**src/rtl/mem_access_unit_if.sv**
```systemverilog
// rtl/mem_access_unit_if.sv - request and byte-memory bus interfaces for mem_access_unit
interface mem_access_req_if #(
    parameter int ADDR_W = 8
);
    logic              req_valid;
    logic              req_ready;
    logic              req_write;
    logic [1:0]        req_size;
    logic              req_signed;
    logic [ADDR_W-1:0] req_addr;
    logic [31:0]       req_wdata;
    logic              resp_valid;
    logic [31:0]       resp_rdata;
    logic              resp_err;

    modport master (
        output req_valid, req_write, req_size, req_signed, req_addr, req_wdata,
        input  req_ready, resp_valid, resp_rdata, resp_err
    );

    modport slave (
        input  req_valid, req_write, req_size, req_signed, req_addr, req_wdata,
        output req_ready, resp_valid, resp_rdata, resp_err
    );
endinterface

interface mem_access_mem_if #(
    parameter int ADDR_W = 8
);
    logic              mem_enable;
    logic              mem_readwrite;
    logic              mem_signextend;
    logic [1:0]        mem_size;
    logic [ADDR_W-1:0] mem_address;
    logic [31:0]       mem_datain;
    logic [31:0]       mem_dataout;

    modport master (
        output mem_enable, mem_readwrite, mem_signextend, mem_size, mem_address, mem_datain,
        input  mem_dataout
    );

    modport slave (
        input  mem_enable, mem_readwrite, mem_signextend, mem_size, mem_address, mem_datain,
        output mem_dataout
    );
endinterface

```
**src/rtl/mem_access_unit.sv**
```systemverilog
// rtl/mem_access_unit.sv - MEM-stage load/store engine issuing big-endian single-byte memory accesses
module mem_access_unit #(
    parameter int ADDR_W = 8
) (
    input  logic              clk,
    input  logic              reset,
    mem_access_req_if.slave   req,
    mem_access_mem_if.master  mem
);

    localparam logic [1:0] IDLE = 2'd0;
    localparam logic [1:0] XFER = 2'd1;
    localparam logic [1:0] DONE = 2'd2;

    logic [1:0]        state;
    logic              wr_q;
    logic              sgn_q;
    logic              err_q;
    logic [1:0]        size_q;
    logic [ADDR_W-1:0] addr_q;
    logic [31:0]       wdata_q;
    logic [31:0]       acc;
    logic [1:0]        idx;
    logic [1:0]        last_idx;

    logic              in_xfer;
    logic [1:0]        byte_sel;
    logic [31:0]       wshift;
    logic [31:0]       rdata;
    logic              unused_dataout_hi;

    assign in_xfer = (state == XFER);

    always_ff @(posedge clk or posedge reset) begin
        if (reset) begin
            state    <= IDLE;
            wr_q     <= 1'b0;
            sgn_q    <= 1'b0;
            err_q    <= 1'b0;
            size_q   <= 2'b00;
            addr_q   <= '0;
            wdata_q  <= 32'h0;
            acc      <= 32'h0;
            idx      <= 2'd0;
            last_idx <= 2'd0;
        end else begin
            case (state)
                IDLE: begin
                    if (req.req_valid) begin
                        wr_q    <= req.req_write;
                        sgn_q   <= req.req_signed;
                        size_q  <= req.req_size;
                        addr_q  <= req.req_addr;
                        wdata_q <= req.req_wdata;
                        acc     <= 32'h0;
                        idx     <= 2'd0;
                        err_q   <= (req.req_size == 2'b11);
                        case (req.req_size)
                            2'b00:   last_idx <= 2'd0;
                            2'b01:   last_idx <= 2'd1;
                            default: last_idx <= 2'd3;
                        endcase
                        state <= (req.req_size == 2'b11) ? DONE : XFER;
                    end
                end
                XFER: begin
                    // Big-endian: first byte fetched ends up most significant
                    if (!wr_q) begin
                        acc <= {acc[23:0], mem.mem_dataout[7:0]};
                    end
                    idx <= idx + 2'd1;
                    if (idx == last_idx) begin
                        state <= DONE;
                    end
                end
                DONE: begin
                    state <= IDLE;
                end
                default: begin
                    state <= IDLE;
                end
            endcase
        end
    end

    // Operand byte for the current step, counted from the least significant end
    assign byte_sel = last_idx - idx;
    assign wshift   = wdata_q >> {byte_sel, 3'b000};

    assign mem.mem_enable     = in_xfer;
    assign mem.mem_readwrite  = in_xfer & wr_q;
    assign mem.mem_signextend = 1'b0;
    assign mem.mem_size       = 2'b00;
    assign mem.mem_address    = in_xfer ? (addr_q + ADDR_W'(idx)) : '0;
    assign mem.mem_datain     = (in_xfer && wr_q) ? {24'h0, wshift[7:0]} : 32'h0;

    always_comb begin
        rdata = 32'h0;
        if (state == DONE && !wr_q && !err_q) begin
            case (size_q)
                2'b00:   rdata = sgn_q ? {{24{acc[7]}}, acc[7:0]} : {24'h0, acc[7:0]};
                2'b01:   rdata = sgn_q ? {{16{acc[15]}}, acc[15:0]} : {16'h0, acc[15:0]};
                default: rdata = acc;
            endcase
        end
    end

    assign req.req_ready  = (state == IDLE) && !reset;
    assign req.resp_valid = (state == DONE);
    assign req.resp_err   = (state == DONE) && err_q;
    assign req.resp_rdata = rdata;

    assign unused_dataout_hi = ^mem.mem_dataout[31:8];

endmodule
```
**src/flat_wrapper.sv**
```systemverilog
// flat-port wrapper written by rule: the top's interface ports become plain ports
module mem_access_unit_flat 
#(
    parameter int ADDR_W = 8
)
  (clk, reset, req_req_valid, req_req_write, req_req_size, req_req_signed, req_req_addr, req_req_wdata, req_req_ready, req_resp_valid, req_resp_rdata, req_resp_err, mem_mem_enable, mem_mem_readwrite, mem_mem_signextend, mem_mem_size, mem_mem_address, mem_mem_datain, mem_mem_dataout);
  mem_access_req_if #(.ADDR_W(ADDR_W)) req_i ();
  mem_access_mem_if #(.ADDR_W(ADDR_W)) mem_i ();
  input  logic clk;
  input  logic reset;
  input wire logic [$bits(req_i.req_valid)-1:0] req_req_valid;
  input wire logic [$bits(req_i.req_write)-1:0] req_req_write;
  input wire logic [$bits(req_i.req_size)-1:0] req_req_size;
  input wire logic [$bits(req_i.req_signed)-1:0] req_req_signed;
  input wire logic [$bits(req_i.req_addr)-1:0] req_req_addr;
  input wire logic [$bits(req_i.req_wdata)-1:0] req_req_wdata;
  output wire logic [$bits(req_i.req_ready)-1:0] req_req_ready;
  output wire logic [$bits(req_i.resp_valid)-1:0] req_resp_valid;
  output wire logic [$bits(req_i.resp_rdata)-1:0] req_resp_rdata;
  output wire logic [$bits(req_i.resp_err)-1:0] req_resp_err;
  output wire logic [$bits(mem_i.mem_enable)-1:0] mem_mem_enable;
  output wire logic [$bits(mem_i.mem_readwrite)-1:0] mem_mem_readwrite;
  output wire logic [$bits(mem_i.mem_signextend)-1:0] mem_mem_signextend;
  output wire logic [$bits(mem_i.mem_size)-1:0] mem_mem_size;
  output wire logic [$bits(mem_i.mem_address)-1:0] mem_mem_address;
  output wire logic [$bits(mem_i.mem_datain)-1:0] mem_mem_datain;
  input wire logic [$bits(mem_i.mem_dataout)-1:0] mem_mem_dataout;
  assign req_i.req_valid = req_req_valid;
  assign req_i.req_write = req_req_write;
  assign req_i.req_size = req_req_size;
  assign req_i.req_signed = req_req_signed;
  assign req_i.req_addr = req_req_addr;
  assign req_i.req_wdata = req_req_wdata;
  assign req_req_ready = req_i.req_ready;
  assign req_resp_valid = req_i.resp_valid;
  assign req_resp_rdata = req_i.resp_rdata;
  assign req_resp_err = req_i.resp_err;
  assign mem_mem_enable = mem_i.mem_enable;
  assign mem_mem_readwrite = mem_i.mem_readwrite;
  assign mem_mem_signextend = mem_i.mem_signextend;
  assign mem_mem_size = mem_i.mem_size;
  assign mem_mem_address = mem_i.mem_address;
  assign mem_mem_datain = mem_i.mem_datain;
  assign mem_i.mem_dataout = mem_mem_dataout;
  mem_access_unit #(.ADDR_W(ADDR_W)) u_core (.clk(clk), .reset(reset), .req(req_i), .mem(mem_i));
endmodule
```
**config.mk**
```make
export PLATFORM = sky130hd
export DESIGN_NAME = mem_access_unit_flat
export DESIGN_NICKNAME = d
export VERILOG_FILES = /design/src/rtl/mem_access_unit_if.sv /design/src/rtl/mem_access_unit.sv /design/src/flat_wrapper.sv
export SDC_FILE = /design/constraint.sdc
export NUM_CORES = 1
export LEC_CHECK = 0
export CELL_PAD_IN_SITES_DETAIL_PLACEMENT = 0
export CELL_PAD_IN_SITES_GLOBAL_PLACEMENT = 1
export CORE_UTILIZATION = 35
export DETAILED_ROUTE_END_ITERATION = 6
export PLACE_DENSITY = 0.86
export SLEW_MARGIN = 20
export SYNTH_ARGS = -nofsm -noshare
export SYNTH_HDL_FRONTEND = slang
export SYNTH_SLANG_ARGS = --single-unit
```
**constraint.sdc**
```tcl
create_clock -name clk -period 6.31 [get_ports clk]
set_clock_uncertainty 0.2 [all_clocks]
set_input_delay 1.262 -clock clk [delete_from_list [all_inputs] [get_ports clk]]
set_output_delay 1.262 -clock clk [all_outputs]
set_load 0.1 [all_outputs]
```
==> flow_summary.yaml, run 1 <==
status:
  status: "finished, final reports clean"
cells_and_area:
  final_util: 0.482
  stdcell_area_mm2: 0.00550
  fillers: 1118
  antenna_cells: 0
  instances_no_fill: 688
  nets: 623
  areaGrowthSynthToFinish_pct: 33.7
  drive_above_1_share: 0.0569
placement:
  dp_hpwl_um: 6650
  io_buffers: 107
  place_area_mm2: 0.00519
  dp.cells: 672
  place_congestion: 0.829
floorplan:
  num_rows: 39
  start_util: 0.360
  core_area_mm2: 0.0114
  die_area_mm2: 0.0122
  die_height_um: 110
  die_width_um: 110
  top_level_ports: 159
global_route:
  grt_antenna_before_repair: 0
  grt_start_max_net_pins: 76
  grt_pass1_vias: 3267
  grt_pass1_wl_um: 15900
  grt.total_usage: 0.172
  grt_overflow: 0
critical_path:
  ff2ff_setup_slack_ns: 4.18
  crit_fanout: 11
  worstReg2RegEnd: "u_core.last_idx[0]"
  cp-end-kind: "output pin"
  reg2reg_from: "u_core.state[1]"
  path_class: "flip-flop to output pin"
  worstPathRequired_ns: 4.85
  cp-start-kind: "flip-flop"
  critPathArrivalTime_ns: 3.24
  rr_worst_depth: 4
clock_network:
  cts.sinks: 83
  cts_tree: "built"
  ctsResizeCount: 0
  cts_inserted_buffers: 9
  cts_root_buffer: "clkbuf_16"
  cts_buffer_depth: 2
  h-tree-depth: 3
  postCtsHoldBufs: 0
  postCtsSetupRepairBufs: 0
  path_clk_slew_ns: 0.07
  clkLatencyLatePin_ns: 0.33
routing:
  detail-route-antenna-nets: 0
  vias: 3313
  drc_errors: 0
  routed_via_density: 4.82
  drtIter0Drc: 179
  routedWlPerCell_um: 14.0
  firstDrtPassIters: 5
  routed_wl_um: 9630
pwr:
  p_leak_uw: 0.00252
  p_per_area_mw_per_mm2: 551
  ir_worst_vdd_mv: 0.267
  p_total_uw: 3030
synthesis:
  synth_warnings: 0
  ys_ff_latch: 83
  synth_ff_type: "dfrtp_1"
  netlist_area_mm2: 0.00411
  syn_inst: 447
  netlist-cell-type-count: 37
  synthArstFlopShare: 1.00
  synth_edf_count: 0
  syn-mean-instance-area_um2: 9.20
  ys_seq_area_frac: 0.505
sta:
  period_minus_slack_ns: 4.71
  rsz0062_at_grt: "false"
  final_max_slew_viol_count: 0
  worst_pin_slew_ns: 0.999
  min_period_over_period: 0.746
  max_freq_mhz: 212
  setup_viol: 0
  slew_headroom: 0.332
  hold_violations: 0
  fin_setup_tns_ns: 0
worst_hold_path:
  hold_path.startpoint: "u_core.wdata_q[24]"
  holdPathStages: 2
  hold_end: "u_core.wdata_q[24]"
  hold_path.class: "flip-flop to flip-flop"
run:
  drv_cap: 0
[per-stage QoR]
step,hold slack [ns],worst slack [ns]
floorplan,0.237,0.769
global placement,0.253,1.85
detailed placement,0.257,1.83
CTS,0.272,1.57
global route,0.293,1.42
finish,0.270,1.60
[worst max-delay path, stage by stage (launching register included)]
cell             delay (ns)
dfrtp_1                0.43
ha_1                   0.21
xnor3_2                0.52
mux4_2                 0.39
nor2b_1                0.18
clkdlybuf4s50_1        1.17
[area by class of cell]
cell class / instances / area, um^2 / area share
clock buffer: 10 / 229 / 0.0416
multi-input combinational: 326 / 1800 / 0.328
timing repair buffer: 111 / 1100 / 0.200
clock inverter: 6 / 73.8 / 0.0134
sequential: 83 / 2080 / 0.378
inverter: 9 / 35.0 / 0.00637
tap: 143 / 179 / 0.0325
[state kept, by name (all words and copies together), names as in the netlist, 2 cells and up]
register         cells
u_core.last_idx      2
u_core.state         2
u_core.wdata_q      32
u_core.acc          32
u_core.idx           2
u_core.size_q        2
u_core.addr_q        8
[routing by layer]
layer	routed length, um	vias to the layer above	GRT usage	share of wire
li1	-	1634	-	-
met1	4470	1552	0.237	0.46
met2	4550	113	0.268	0.47
met3	462	14	0.0370	0.048
met4	140	0	0.0592	0.015
met5	0	-	0	0
[cell usage after synthesis (2+ instances only)]
library cell / instances / area (um^2)
a211oi_1: 6 / 45.0
a21oi_1: 16 / 80.1
a22o_1: 32 / 280
and2_1: 11 / 68.8
buf_4: 27 / 203
clkbuf_1: 26 / 97.6
dfrtp_1: 83 / 2080
ha_1: 3 / 37.5
inv_1: 8 / 30.0
mux2i_1: 3 / 30.0
mux4_2: 4 / 90.1
nand2_1: 131 / 492
nand2b_1: 2 / 12.5
nand3_1: 5 / 25.0
nor2_1: 21 / 78.8
nor2b_1: 8 / 50.1
nor3_1: 18 / 90.1
nor3b_1: 2 / 15.0
o21ai_0: 18 / 90.1
or3_1: 4 / 25.0
xnor2_1: 3 / 26.3
[kinds of logic after synthesis]
family                     Yosys count  share of synthesized area
other                                1                   0.000912
and+or+nand+nor                    207                      0.218
xor gates and xnor gates             5                     0.0143
AOI/OAI and AO/OA                   74                      0.124
buffers and inverters               64                     0.0852
DFF                                 83                      0.505
adders and majority gates            4                     0.0140
muxes                                9                     0.0383
[worst max-delay path by stage]
stage	startpoint	depth (start not counted)	to
2_1_floorplan	u_core.state[1]	6	mem_mem_datain[0]
3_3_place_gp	reset	3	req_req_ready
3_5_place_dp	reset	3	req_req_ready
4_1_cts	u_core.idx[0]	5	mem_mem_datain[5]
5_1_grt	u_core.state[1]	5	mem_mem_datain[1]
6_report	u_core.idx[0]	5	mem_mem_datain[6]
[cells in the final DEF (no fill, tap or decap), types with 4 or more instances in the layout]
cell,n
nor2_1,20
o21ai_0,18
clkbuf_16,9
conb_1,27
a21oi_1,15
mux4_2,4
or3_1,4
dfrtp_1,83
clkdlybuf4s50_1,107
a22o_1,32
inv_1,7
buf_4,4
nor2b_1,8
nor3_1,18
a211oi_1,6
and2_1,11
nand2_1,131
nand3_1,5
[power breakdown]
part / leakage [uW] / internal (uW) / switching, uW / total (uW)
Combinational: 0.00131 / 500 / 1040 / 1540
Sequential: 0.00107 / 767 / 194 / 961
Clock: 0.000141 / 312 / 221 / 532
Total: 0.00252 / 1580 / 1450 / 3030
No activity file was read; power rests on OpenSTA's default activity.
==> run 2: changes to the inputs <==
CORE_UTILIZATION = 32   (was 35)
PLACE_DENSITY = 0.79   (was 0.86)
clock period = 4.6 ns   (was 6.31 ns; I/O delays follow)
==> flow_summary.yaml, run 2 (synthesis gave the netlist of run 1 again) <==
global_route:
  grt.total_usage: 0.154
  met1_usage: 0.199
  top_usage_layer: "met2"
  use_met3: 0.0364
  grt_pass1_vias: 3260
  grt_antenna_before_repair: 0
  grt_pass1_wl_um: 15900
  grt_start_max_net_pins: 76
  grt_overflow: 0
  use_met2: 0.260
critical_path:
  reg2reg_from: "u_core.state[1]"
  worstReg2RegEnd: "u_core.idx[1]"
  cp-start-kind: "flip-flop"
  critPathArrivalTime_ns: 2.49
  rr_worst_depth: 3
  cp-end-kind: "output pin"
  ff2ff_setup_slack_ns: 2.62
  worstPathRequired_ns: 3.48
  crit_fanout: 8
  path_class: "flip-flop to output pin"
cells_and_area:
  antenna_cells: 0
  reg_top3: "u_core.acc: 32 flops, u_core.wdata_q: 32 flops, u_core.addr_q: 8 flops"
  stdcell_area_mm2: 0.00539
  areaGrowthSynthToFinish_pct: 31.1
  layout_commonest_cell: "nand2_1"
  drive_above_1_share: 0.152
  final_cell_mix: "nand2_1 (131), dfrtp_1 (83), clkdlybuf4s50_1 (57), buf_4 (55), a22o_1 (32)"
  instances_no_fill: 718
  final_util: 0.429
  nets: 624
pwr:
  p_total_uw: 4090
  p_per_area_mw_per_mm2: 758
  p_leak_uw: 0.00262
  ir_worst_vdd_mv: 0.320
clock_network:
  cts_tree: "built"
  cts.sinks: 83
  cts_buffer_depth: 2
  postCtsSetupRepairBufs: 0
  path_clk_slew_ns: 0.07
  cts_root_buffer: "clkbuf_16"
  h-tree-depth: 3
  clkLatencyLatePin_ns: 0.33
  ctsResizeCount: 0
  postCtsHoldBufs: 0
  cts_inserted_buffers: 9
placement:
  place_congestion: 0.802
  dp.cells: 702
  place_area_mm2: 0.00510
  dp_hpwl_um: 6800
  io_buffers: 107
routing:
  firstDrtPassIters: 5
  routed_wl_um: 9840
  routed_via_density: 4.57
  detail-route-antenna-nets: 0
  routedWlPerCell_um: 13.7
  drtIter0Drc: 111
  vias: 3279
  drc_errors: 0
sta:
  hold_ws_ns: 0.271
  max_freq_mhz: 277
  slew_headroom: 0.353
  worst_pin_slew_ns: 0.968
  hold_violations: 0
  setup_viol: 0
  min_period_over_period: 0.785
  final_max_slew_viol_count: 0
  period_minus_slack_ns: 3.61
  rsz0062_at_grt: "false"
floorplan:
  core_area_mm2: 0.0126
  die_width_um: 115
  start_util: 0.327
  num_rows: 41
  die_area_mm2: 0.0133
  top_level_ports: 159
  die_height_um: 115
worst_hold_path:
  hold_path.class: "flip-flop to flip-flop"
  hold_end: "u_core.wdata_q[7]"
  holdPathStages: 2
  hold_path.startpoint: "u_core.wdata_q[7]"
status:
  status: "finished, final reports clean"
run:
  drv_cap: 0
## run 2: cell types whose count changed in the layout (fill, tap and decap cells not counted)
cell             delta
buf_4              +51
clkdlybuf4s50_1    -50
inv_6               +3
bufinv_16           -1
clkbuf_1            -1
clkinv_2            +1
clkinvlp_4          -1
inv_8               -1
nor3b_2             +1
nor3b_4             -1
## run 2: final cells by class
class,instances,area [um^2]
Sequential cell,83,2080
Multi-Input combinational cell,326,1800
Timing Repair Buffer,112,983
Inverter,9,35.0
Tap cell,172,215
Clock buffer,9,225
Clock inverter,7,56.3
Fill cell,1267,7180
## run 2: worst max-delay path, cell delays in order, from the launching register on
cell and delay (ns):
dfrtp_1 0.47, nand2b_1 0.32, inv_1 0.22, clkdlybuf4s50_1 1.16
## run 2: stage by stage
stage	TNS, ns	setup slack (ns)
finish	0	0.991
global route	0	0.885
CTS	0	0.964
detailed placement	0	1.33
global placement	0	1.32
floorplan	-1.80	-0.599
## run 2: power by group
part           internal [uW]  leakage, uW  switching (uW)  total, uW
Clock                    373     0.000137             304        678
Sequential              1050      0.00107             266       1320
Combinational            660      0.00142            1430       2090
## run 2: how the worst max path moves through the flow
stage                     start            endpoint  slack [ns]
6_report        u_core.state[1]      mem_mem_enable        0.99
5_1_grt         u_core.state[1]      mem_mem_enable        0.88
4_1_cts        u_core.size_q[0]  req_resp_rdata[17]        0.96
3_5_place_dp   u_core.size_q[0]  req_resp_rdata[17]        1.33
3_3_place_gp    u_core.state[1]      mem_mem_enable        1.32
2_1_floorplan   u_core.state[1]   mem_mem_datain[0]       -0.60
## run 2: layer usage
layer	vias to the layer above	routed length [um]
li1	1628	-
met1	1563	4610
met2	84	4770
met3	4	418
met4	0	40
met5	-	0
==> run 3: changes to the inputs <==
CORE_UTILIZATION = 29   (was 32)
PLACE_DENSITY = 0.76   (was 0.79)
clock period = 3.15 ns   (was 4.6 ns; I/O delays follow)
==> flow_summary.yaml, run 3 (synthesis gave the netlist of run 1 again) <==
status:
  status: "finished, final reports clean"
global_route:
  grt_start_max_net_pins: 52
  grt_pass1_wl_um: 17000
  grt_pass1_vias: 3330
  grt_overflow: 0
  grt_antenna_before_repair: 0
  use_met3: 0.0418
  grt.total_usage: 0.150
  met1_usage: 0.203
  use_met2: 0.232
  top_usage_layer: "met2"
clock_network:
  path_clk_slew_ns: 0.06
  clkLatencyLatePin_ns: 0.33
  cts_buffer_depth: 2
  cts.sinks: 83
  cts_root_buffer: "clkbuf_16"
  cts_tree: "built"
  cts_inserted_buffers: 9
  h-tree-depth: 3
pwr:
  pwr-share-clk: 0.156
  p_leak_uw: 0.00282
  power_frac_seq: 0.288
  p_int_uw: 3530
  p_per_area_mw_per_mm2: 1060
  swShare: 0.474
  p_comb_frac: 0.556
  ir_worst_vdd_mv: 0.572
  p_total_uw: 6710
  p_sw_uw: 3190
cells_and_area:
  final_util: 0.455
  fillers: 1322
  nets: 631
  stdcell_area_mm2: 0.00631
  reg_top3: "u_core.acc: 32 flops, u_core.wdata_q: 32 flops, u_core.addr_q: 8 flops"
  final_cell_mix: "nand2_1 (130), dfrtp_1 (82), clkdlybuf4s50_1 (54), buf_12 (51), a22o_1 (32)"
  register_area_mm2: 0.00208
  antenna_cells: 0
  areaGrowthSynthToFinish_pct: 53.5
  multi_input_area_mm2: 0.00200
  drive_above_1_share: 0.232
  layout_commonest_cell: "nand2_1"
placement:
  io_buffers: 107
  dp_hpwl_um: 7280
  place_congestion: 0.787
  place_area_mm2: 0.00600
sta:
  slew_headroom: 0.353
  hold_violations: 0
  final_max_slew_viol_count: 0
  fin_setup_tns_ns: 0
  setup_viol: 0
  min_period_over_period: 0.969
  worst_pin_slew_ns: 0.971
  period_minus_slack_ns: 3.05
  max_freq_mhz: 328
critical_path:
  crit_fanout: 6
  worstPathRequired_ns: 2.32
  critPathArrivalTime_ns: 2.22
  cp-end-kind: "output pin"
  cp-start-kind: "flip-flop"
  path_class: "flip-flop to output pin"
floorplan:
  die_width_um: 121
  top_level_ports: 159
  start_util: 0.296
  die_height_um: 121
  die_area_mm2: 0.0147
  num_rows: 43
  core_area_mm2: 0.0139
routing:
  routed_via_density: 4.59
  firstDrtPassIters: 4
  routedWlPerCell_um: 14.0
  drtIter0Drc: 180
  vias: 3361
  drc_errors: 0
  detail-route-antenna-nets: 0
  routed_wl_um: 10300
worst_hold_path:
  hold_path.class: "flip-flop to flip-flop"
run:
  drv_cap: 0
-- run 3: final cells by class --
type	instances	area share
Multi-Input combinational cell	326	0.317
Sequential cell	83	0.329
Tap cell	180	0.0357
Clock buffer	11	0.0385
Inverter	9	0.00674
Timing Repair Buffer	119	0.264
Clock inverter	4	0.00813
-- run 3: what timing repair did --
item / in CTS / in global routing
setup buffers: 1 / 1
setup endpoints to repair: 8 / 9
pin swaps: 1 / 0
endpoints found under the hold margin: 0 / 0
hold buffers: 0 / 0
gates resized for setup: 1 / 3
-- run 3: path summary, 6_finish.rpt --
path,cells past startpoint,to,slack [ns],from
hold reg to reg,2,u_core.wdata_q[23],0.27,u_core.wdata_q[23]
min in group asynchronous,2,u_core.wr_q,0.39,reset
setup / recovery,5,mem_mem_datain[6],0.1,u_core.idx[0]
hold / removal,2,u_core.wdata_q[23],0.27,u_core.wdata_q[23]
setup reg to reg,3,u_core.err_q,1.15,u_core.state[1]
max in group asynchronous,3,u_core.acc[2],1.63,reset
-- run 3: stage by stage --
| step | hold WS [ns] | std cells | worst slack [ns] |
|---|---|---|---|
| after floorplan | 0.237 | 473 | -0.518 |
| after global placement | 0.253 | 715 | 0.321 |
| after detailed placement | 0.259 | 715 | 0.289 |
| after CTS | 0.274 | 731 | 0.00664 |
| after global routing | 0.295 | 732 | -0.00534 |
| final | 0.272 | 732 | 0.0990 |
-- run 3: worst max-delay path: stages (launching register included) --
cell,delay (ns)
dfrtp_1,0.42
ha_2,0.19
xnor3_2,0.38
mux4_2,0.54
nor2b_2,0.19
buf_12,0.17
-- run 3: layer usage --
| metal | vias up | wire, um |
|---|---|---|
| met1 | 1604 | 4810 |
| li1 | 1647 | - |
| met3 | 10 | 557 |
| met4 | 0 | 116 |
| met2 | 100 | 4790 |
| met5 | - | 0 |
-- run 3: power groups by stage --
| stage | logic (uW) | registers, uW | clock network [uW] |
|---|---|---|---|
| 6_report | 3730 | 1930 | 1050 |
| 3_3_place_gp | 3680 | 1920 | 0 |
| 2_1_floorplan | 2860 | 1790 | 0 |
| 4_1_cts | 3750 | 1930 | 1080 |
| 5_1_grt | 4000 | 2000 | 1120 |
| 3_5_place_dp | 3730 | 1950 | 0 |
